===== src/rtl/quad_snapshot_reader_if.sv =====
// Host-side byte bus of the quadrature snapshot reader: latch/rd strobes in,
// snapshot byte stream and status out.
interface quad_snapshot_reader_if;
    logic       latch;
    logic       rd;
    logic [7:0] dout;
    logic       valid;
    logic       ovr;

    modport master (output latch, rd, input dout, valid, ovr);
    modport slave  (input latch, rd, output dout, valid, ovr);
endinterface


===== src/rtl/quad_snapshot_reader.sv =====
// Coherent multi-axis snapshot of {zl, i, c} counter words, streamed to the host
// one byte per rd strobe; returns zr once each latched index word has been read.
// Optional trailing mod-256 checksum byte: define QUAD_SNAPSHOT_CKSUM_EN.

// One channel's frozen word, zero-padded out to a whole number of bytes.
module quad_snapshot_lane #(
    parameter int W = 14,
    localparam int BPC = (2*W+8)/8
) (
    input  logic             clk,
    input  logic             rst,
    input  logic             cap,
    input  logic [2*W:0]     din,
    output logic [BPC*8-1:0] snap_bytes,
    output logic             zl
);
    logic [2*W:0] snap;

    always_ff @(posedge clk or posedge rst) begin
        if (rst)      snap <= '0;
        else if (cap) snap <= din;
    end

    assign snap_bytes = (BPC*8)'(snap);
    assign zl         = snap[2*W];
endmodule

module quad_snapshot_reader #(
    parameter int W   = 14,
    parameter int NCH = 4
) (
    input  logic                     clk,
    input  logic                     rst,
    input  logic [NCH*(2*W+1)-1:0]   quad_in,
    output logic [NCH-1:0]           zr_out,
    quad_snapshot_reader_if.slave    host
);
    localparam int CW  = 2*W+1;
    localparam int BPC = (CW+7)/8;
    localparam int CHW = $clog2(NCH+1);
    localparam int BW  = (BPC > 1) ? $clog2(BPC) : 1;

    typedef enum logic [1:0] {IDLE, SERVE, DONE} state_t;

    state_t                   state, state_nx;
    logic [CHW-1:0]           chan;
    logic [BW-1:0]            bsel;
    logic [NCH-1:0][BPC*8-1:0] lane_bytes;
    logic [NCH-1:0]           snap_zl;
    logic [7:0]               sel_byte;
    logic                     rd_ok;
    logic                     chan_end;
    logic                     last_byte;

    // latch outranks rd, so a same-cycle rd never advances the pointer
    assign rd_ok    = host.rd && !host.latch && (state == SERVE);
    assign chan_end = (bsel == BW'(BPC-1)) && (chan < CHW'(NCH));

    for (genvar n = 0; n < NCH; n++) begin : g_lane
        quad_snapshot_lane #(.W(W)) u_lane (
            .clk        (clk),
            .rst        (rst),
            .cap        (host.latch),
            .din        (quad_in[n*CW +: CW]),
            .snap_bytes (lane_bytes[n]),
            .zl         (snap_zl[n])
        );
    end

`ifdef QUAD_SNAPSHOT_CKSUM_EN
    logic [7:0]       cksum, cksum_nx;
    logic [BPC*8-1:0] wpad;

    // Summed from the live inputs so it is ready on the same edge as the snapshot
    always_comb begin
        cksum_nx = '0;
        wpad     = '0;
        for (int n = 0; n < NCH; n++) begin
            wpad = (BPC*8)'(quad_in[n*CW +: CW]);
            for (int b = 0; b < BPC; b++)
                cksum_nx = cksum_nx + wpad[8*b +: 8];
        end
    end

    always_ff @(posedge clk or posedge rst) begin
        if (rst)             cksum <= '0;
        else if (host.latch) cksum <= cksum_nx;
    end

    assign last_byte = (chan == CHW'(NCH));
`else
    assign last_byte = (chan == CHW'(NCH-1)) && (bsel == BW'(BPC-1));
`endif

    always_ff @(posedge clk or posedge rst) begin
        if (rst) state <= IDLE;
        else     state <= state_nx;
    end

    always_comb begin
        state_nx = state;
        case (state)
            IDLE, DONE: if (host.latch) state_nx = SERVE;
            SERVE: begin
                if (host.latch)                  state_nx = SERVE;
                else if (host.rd && last_byte)   state_nx = DONE;
            end
            default: state_nx = IDLE;
        endcase
    end

    // Pointer is {channel, byte-in-channel}; it only ever counts up within a snapshot
    always_ff @(posedge clk or posedge rst) begin
        if (rst) begin
            chan <= '0;
            bsel <= '0;
        end else if (host.latch) begin
            chan <= '0;
            bsel <= '0;
        end else if (rd_ok) begin
            if (bsel == BW'(BPC-1)) begin
                bsel <= '0;
                chan <= chan + 1'b1;
            end else begin
                bsel <= bsel + 1'b1;
            end
        end
    end

    always_ff @(posedge clk or posedge rst) begin
        if (rst) begin
            zr_out <= '0;
        end else begin
            zr_out <= '0;
            if (rd_ok && chan_end)
                for (int n = 0; n < NCH; n++)
                    if (chan == CHW'(n)) zr_out[n] <= snap_zl[n];
        end
    end

    always_ff @(posedge clk or posedge rst) begin
        if (rst)                              host.ovr <= 1'b0;
        else if (host.latch)                  host.ovr <= 1'b0;
        else if (host.rd && state != SERVE)   host.ovr <= 1'b1;
    end

    always_comb begin
        sel_byte = '0;
        for (int n = 0; n < NCH; n++)
            for (int b = 0; b < BPC; b++)
                if (chan == CHW'(n) && bsel == BW'(b))
                    sel_byte = lane_bytes[n][8*b +: 8];
    end

    always_comb begin
        host.valid = (state == SERVE);
        host.dout  = '0;
        if (state == SERVE) begin
`ifdef QUAD_SNAPSHOT_CKSUM_EN
            host.dout = (chan == CHW'(NCH)) ? cksum : sel_byte;
`else
            host.dout = sel_byte;
`endif
        end
    end
endmodule


===== src/flat_wrapper.sv =====
// flat-port wrapper written by rule: the top's interface ports become plain ports
module quad_snapshot_reader_flat 
#(
    parameter int W   = 14,
    parameter int NCH = 4
)
  (clk, rst, quad_in, zr_out, host_latch, host_rd, host_dout, host_valid, host_ovr);
  quad_snapshot_reader_if host_i ();
  input  logic clk;
  input  logic rst;
  input  logic [NCH*(2*W+1)-1:0] quad_in;
  output logic [NCH-1:0] zr_out;
  input wire logic [$bits(host_i.latch)-1:0] host_latch;
  input wire logic [$bits(host_i.rd)-1:0] host_rd;
  output wire logic [$bits(host_i.dout)-1:0] host_dout;
  output wire logic [$bits(host_i.valid)-1:0] host_valid;
  output wire logic [$bits(host_i.ovr)-1:0] host_ovr;
  assign host_i.latch = host_latch;
  assign host_i.rd = host_rd;
  assign host_dout = host_i.dout;
  assign host_valid = host_i.valid;
  assign host_ovr = host_i.ovr;
  quad_snapshot_reader #(.W(W), .NCH(NCH)) u_core (.clk(clk), .rst(rst), .quad_in(quad_in), .zr_out(zr_out), .host(host_i));
endmodule

===== config.mk =====
export PLATFORM = sky130hd
export DESIGN_NAME = quad_snapshot_reader_flat
export DESIGN_NICKNAME = d
export VERILOG_FILES = /design/src/rtl/quad_snapshot_reader_if.sv /design/src/rtl/quad_snapshot_reader.sv /design/src/flat_wrapper.sv
export SDC_FILE = /design/constraint.sdc
export NUM_CORES = 1
export LEC_CHECK = 0
export CAP_MARGIN = 5
export CORE_ASPECT_RATIO = 0.5
export CORE_MARGIN = 2
export CORE_UTILIZATION = 41
export CTS_CLUSTER_DIAMETER = 100
export DETAILED_ROUTE_END_ITERATION = 7
export GPL_TIMING_DRIVEN = 0
export PLACE_DENSITY_LB_ADDON = 0.2
export SETUP_SLACK_MARGIN = 0.2
export SKIP_LAST_GASP = 1
export SLEW_MARGIN = 10
export SYNTH_ARGS = -nofsm -noshare
export SYNTH_HDL_FRONTEND = slang
export SYNTH_SLANG_ARGS = --single-unit

===== constraint.sdc =====
create_clock -name clk -period 5.1 [get_ports clk]
set_clock_uncertainty 0.15 [all_clocks]
set_input_delay 0.765 -clock clk [delete_from_list [all_inputs] [get_ports clk]]
set_output_delay 0.765 -clock clk [all_outputs]
set_load 0.05 [all_outputs]

==> impl_metrics.csv, run 1 <==
group,metric,value,unit
timing,setup_slack,518.5,ps
setup_path,critical_path.top_delay_family,"buffers and inverters",
cts,path_clk_slew,60,ps
synth,syn-cell-area,6486,sq um
detailed_routing,antenna_left,0,
setup_path,critPathSlowestCell,"clkdlybuf4s50_1",
synth,yosysUniqueCellTypes,46,
placement,portBuffers,132,
placement,place.gp.congestion,0.9035,
synth,synth_compound_area_share,12.27,%
cts,clock-sinks,128,
pwr,ir_drop,0.2324,mV
synth,synthCells,587,
synth,yosys_warnings,0,
setup_path,cpPeakStageDelay,830,ps
synth,synthSimpleGateAreaFrac,13.06,%
setup_path,reg2reg_from,"u_core.chan[2]",
timing,fmax,218.3,MHz
timing,timing.slew.headroom,65.89,%
floorplanning,rows,32,
placement,dp_hpwl,14540,microns
cts,cts-root-buf,"clkbuf_16",
timing,hold_viol_final,0,
hold_path,holdCritStartpoint,"u_core.state[1]",
floorplanning,coreArea,15450,sq um
global_routing,grt_pass1_vias,5285,
detailed_routing,first_pass_iters,5,
timing,rsz0062_at_grt,"false",
synth,synthFlopType,"dfrtp_1",
flow_run,maxCapViolCount,0,
setup_path,reg2reg_depth,7,
cts,cts_resized,0,
floorplanning,dieWidth,181.9,microns
global_routing,antenna_found_initial,0,
setup_path,worstReg2RegEnd,"u_core.zr_out[3]",
global_routing,grt_max_degree,77,
global_routing,grt_use_total,24.25,%
outcome,outcome,"finished, final reports clean",
setup_path,crit_fanout,10,
cts,htree_levels,4,
timing,fin_crit,4581,ps
setup_path,critPathCaptureType,"output pin",
synth,yosysMostFrequentCell,"dfrtp_1",
synth,synth_commonest_cells,"128 x dfrtp_1, 114 x mux2_2, 64 x nand2_1",
synth,ys_ff_latch,128,
synth,synth_seq_area_share,49.38,%
synth,synth_top_area_share,49.38,%
synth,synth_top_cell_by_area,"dfrtp_1",
global_routing,grt_pass1_wl,30170,microns
cts,hold_buffers,0,
finish,diodes,0,
floorplanning,die_h,92.94,microns
cts,clock_latency,420,ps
setup_path,crit_chain,"inv_1 > ha_1 > buf_6 > buf_2 > nand2_1 > o211ai_1 > nand4_1 > o211ai_1 > a31o_1 > clkdlybuf4s50_1",
setup_path,critPathArrivalTime,3670,ps
setup_path,r2r_setup_slack,2700,ps
pwr,leakage,3.616,nW
synth,synth_fa_ha_area_share,1.736,%
pwr,p_int,2.220,mW
hold_path,hold_end,"u_core.state[0]",
finish,layout-drive-gt1-share,25.00,%
synth,synthesis.nets,716,
timing,setup_viol_count_final,0,
detailed_routing,drc_errors,0,
detailed_routing,avgViaCountPerCell,5.545,
synth,synth_area_leaders,"dfrtp_1 49%, mux2_2 20%, nand2_1 3.7%",
hold_path,whs_path_depth,1,
floorplanning,start_util,41.97,%
setup_path,critPathRequiredTime,4180,ps
setup_path,critPathLaunchType,"register",
pwr,seq_power_share,38.9,%
synth,synth_edf_count,0,
finish,fin_nets,868,
hold_path,min_path_type,"register to register",
setup_path,path_class,"register to output pin",
detailed_routing,vias,5301,
setup_path,path_buf_inv,4,
pwr,p_sw_share,26.70,%
timing,holdWs,310.6,ps
synth,synthXorXnorAreaFrac,0.1350,%
detailed_routing,wl_per_cell,20.62,microns
detailed_routing,drt_iter0_drc,446,
global_routing,gr-total-overflow,0,
cts,cts_made_buffers,17,
pwr,p_switching,808.7,uW
cts,cts_tree,"done",
detailed_routing,routed_wl,19720,microns
synth,synthMuxAreaShare,19.79,%
synth,async_reset_ff_share,100.0,%
setup_path,worst_path_most_repeated_cell,"o211ai_1",
pwr,p_comb_share,17.5,%
pwr,p_clk_share,43.6,%
timing,finalMaxSlewViolations,0,
cts,postCtsSetupRepairBufs,0,
placement,place_ws,1082,ps
synth,syn_area_per_cell,11.05,sq um
finish,syn_to_final_growth,34.66,%
cts,cts_buffer_depth,2,
floorplanning,ios,134,
timing,final.period_utilization,89.83,%
pwr,power_density,346.7,nW/um^2
floorplanning,dieArea,16900,sq um
timing,worst_slew_pin_slew,510.0,ps
synth,synth_top_family_by_area,"multiplexers",
-- routing by layer --
| layer | GRT usage, % | wire, microns | vias to the layer above |
|---|---|---|---|
| met5 | 0 | 0 | - |
| met4 | 5.981 | 187 | 0 |
| met3 | 6.370 | 1536 | 16 |
| met2 | 36.78 | 8743 | 190 |
| met1 | 34.62 | 9247 | 2676 |
| li1 | - | - | 2419 |
-- placed cells by master (no fill, tap or decap), types with 8 or more instances in the layout --
cell	synthesis	final
o211ai_1	15	15
nand2_1	64	64
o21ai_0	20	20
nand3b_1	8	8
dfrtp_1	128	128
nor2_1	23	23
nand4_1	9	9
clkdlybuf4s50_1	0	132
nand2b_1	12	12
buf_2	28	28
ha_1	9	9
clkbuf_16	0	17
mux2_2	114	114
o31ai_1	9	9
a21oi_1	39	39
nor2b_1	24	24
-- flip-flops by register name, summed over array words and instances, names as in the netlist --
register	flops
u_core.g_lane.u_lane.snap	116
u_core.zr_out	4
u_core.chan	3
u_core.bsel	2
u_core.state	2
u_core.host.ovr	1
-- cell type report --
type,count,area [sq um]
buffer,39,201.4
clock buffer,19,452.9
clock inverter,13,186.4
fill,1354,6720
inverter,9,38.79
multi-input combinational,411,3048
sequential,128,3203
tap,204,255.2
timing repair buffer,133,1349
-- cell families after synthesis --
family          after synthesis
compound gates              122
xor+xnor                      1
fa+ha+maj                     9
buf+inv                      48
flops                       128
mux                         114
simple gates                165
-- stage by stage --
stage	util (%)	std cells	TNS (ps)	instance area, sq um	total power, mW
after floorplan	-	587	0	6486	1.481
after global placement	52.17	923	-140760	8063	1.706
after detailed placement	52.38	924	0	8095	1.718
after CTS	56.52	956	0	8735	3.049
after global routing	56.52	956	0	8735	3.138
final	56.52	956	0	8735	3.028
-- worst max path at each step --
stage                        start                                to  slack, ps  cells after the start
detailed placement  u_core.bsel[0]                      host_dout[0]       1080                     10
global route        u_core.bsel[0]                      host_dout[0]        370                     10
CTS                 u_core.bsel[0]                      host_dout[0]        600                     10
global placement               rst  u_core.g_lane[0].u_lane.snap[16]      -1110                      2
floorplan                      rst                    u_core.bsel[0]        770                      1
finish              u_core.bsel[0]                      host_dout[0]        520                     10
-- power groups by stage --
stage	registers, mW	clock network [mW]	logic (mW)
detailed placement	1.19	0	0.524
global placement	1.19	0	0.514
global route	1.19	1.38	0.566
CTS	1.18	1.34	0.527
floorplan	1.16	0	0.317
finish	1.18	1.32	0.529
No activity file was read; power rests on OpenSTA's default activity.
==> run 2, diff against run 1 <==
- CORE_ASPECT_RATIO: 0.5 -> 0.9
- CORE_MARGIN: 2 -> not set
==> impl_metrics.csv, run 2 (same netlist as run 1, synthesis figures left out) <==
group,metric,value,unit
pwr,leakage,3.598,nW
finish,diodes,0,
hold_path,hold_end,"u_core.state[0]",
finish,regArea,3203,sq um
cts,clock-sinks,128,
setup_path,critPathCaptureType,"output pin",
timing,hold_viol_final,0,
floorplanning,rows,43,
flow_run,maxCapViolCount,0,
timing,final.period_utilization,87.21,%
finish,fillers,1254,
setup_path,path_buf_inv,4,
detailed_routing,drc_errors,0,
global_routing,grt_pass1_vias,5487,
timing,timing.slew.headroom,59.38,%
finish,final_cell_mix,"132 x clkdlybuf4s50_1, 128 x dfrtp_1, 114 x mux2_2",
finish,multi_input_area,3048,sq um
placement,dp_hpwl,13980,microns
setup_path,cpPeakStageDelay,830,ps
hold_path,holdCritStartpoint,"u_core.state[1]",
floorplanning,ios,134,
timing,worst_slew_pin_slew,609.3,ps
floorplanning,coreArea,15440,sq um
global_routing,grt_use_total,24.45,%
timing,setup_viol_count_final,0,
cts,hold_buffers,0,
setup_path,reg2reg_from,"u_core.chan[2]",
cts,cts_resized,0,
global_routing,antenna_found_initial,0,
detailed_routing,avgViaCountPerCell,5.538,
floorplanning,start_util,42.01,%
global_routing,grt_max_degree,66,
cts,cts_tree,"done",
cts,clock_latency,420,ps
timing,fin_crit,4448,ps
hold_path,min_path_type,"register to register",
floorplanning,dieWidth,134.6,microns
detailed_routing,first_pass_iters,5,
finish,layout-drive-gt1-share,25.00,%
timing,rsz0062_at_grt,"false",
cts,path_clk_slew,60,ps
finish,largest_register_ff_count,116,
pwr,power_density,338.0,nW/um^2
setup_path,path_class,"register to output pin",
setup_path,worstReg2RegEnd,"u_core.zr_out[3]",
cts,postCtsSetupRepairBufs,0,
finish,syn_to_final_growth,34.16,%
finish,regMostFlops,"u_core.g_lane.u_lane.snap",
setup_path,critical_path.top_delay_family,"buffers and inverters",
finish,fin_nets,868,
pwr,ir_drop,0.2438,mV
detailed_routing,vias,5283,
cts,cts_made_buffers,17,
finish,final_util,56.36,%
setup_path,critPathSlowestCell,"clkdlybuf4s50_1",
detailed_routing,wl_per_cell,19.89,microns
floorplanning,die_h,121.3,microns
detailed_routing,drt_iter0_drc,451,
hold_path,whs_path_depth,1,
setup_path,critPathLaunchType,"register",
placement,portBuffers,132,
cts,cts_buffer_depth,2,
global_routing,gr-total-overflow,0,
cts,cts-root-buf,"clkbuf_16",
timing,finalMaxSlewViolations,0,
finish,reg.largest.list,"u_core.g_lane.u_lane.snap: 116 flops, u_core.zr_out: 4 flops, u_core.chan: 3 flops",
timing,fmax,224.8,MHz
outcome,outcome,"finished, final reports clean",
setup_path,critPathRequiredTime,4180,ps
setup_path,critPathArrivalTime,3530,ps
setup_path,r2r_setup_slack,2600,ps
cts,htree_levels,4,
placement,place.gp.congestion,0.9432,
setup_path,crit_chain,"inv_1 > ha_1 > buf_2 > buf_2 > a21oi_1 > a2bb2oi_1 > nor3_1 > o211ai_1 > a21oi_1 > clkdlybuf4s50_1",
detailed_routing,antenna_left,0,
floorplanning,dieArea,16330,sq um
timing,final.setup.tns,0,ps
finish,final_common_cell,"clkdlybuf4s50_1",
detailed_routing,routed_wl,18970,microns
setup_path,crit_fanout,10,
global_routing,grt_pass1_wl,29440,microns
setup_path,reg2reg_depth,7,
==> run 2: worst max-delay path by stage <==
stage / slack [ps] / cells after the start / to / from
after CTS: 690 / 10 / host_dout[5] / u_core.bsel[1]
final: 650 / 10 / host_dout[5] / u_core.bsel[1]
after detailed placement: 1190 / 10 / host_dout[5] / u_core.bsel[1]
after floorplan: 770 / 1 / u_core.bsel[0] / rst
after global routing: 520 / 10 / host_dout[7] / u_core.bsel[1]
after global placement: -900 / 2 / u_core.g_lane[3].u_lane.snap[20] / rst
==> run 2: per-stage QoR <==
| step | setup WS, ps | total power [mW] | instances | hold WS [ps] | cell area [sq um] |
|---|---|---|---|---|---|
| 3_3_place_gp | -895.5 | 1.693 | 921 | 292.6 | 8060 |
| 5_1_grt | 516.4 | 3.050 | 954 | 358.5 | 8702 |
| 2_1_floorplan | 772.4 | 1.481 | 587 | 282.3 | 6486 |
| 6_report | 652.2 | 2.941 | 954 | 323.0 | 8702 |
| 4_1_cts | 690.1 | 2.958 | 954 | 324.4 | 8702 |
| 3_5_place_dp | 1189 | 1.708 | 922 | 316.5 | 8093 |
==> run 2: power by group <==
group	internal, mW	leakage [nW]	switching (mW)
registers	1.11	1.52	0.0632
clock network	0.773	0.284	0.471
logic	0.266	1.80	0.258
total	2.15	3.60	0.792
==> run 2: cell type report <==
cell class	instances	area share, %
plain buffers	39	2.315
clock buffers	21	5.521
clock inverters	11	1.481
inverters	9	0.4457
multi-input cells	411	35.03
flip-flops and latches	128	36.81
well taps	202	2.904
repair buffers	133	15.50
==> run 2: routing by layer <==
layer	GRT usage, %	routed length [microns]
met2	39.93	8884
met1	31.72	8169
met3	6.057	1559
met4	8.146	361
met5	0	0
==> run 2: worst reg2reg max path: cells and delay by family, from the launching register on <==
family                   cells  cell delay (ps)
adder cells (fa/ha/maj)      1              150
buffers and inverters        4             1130
AND/OR/NAND/NOR              2              550
flip-flops                   1              400
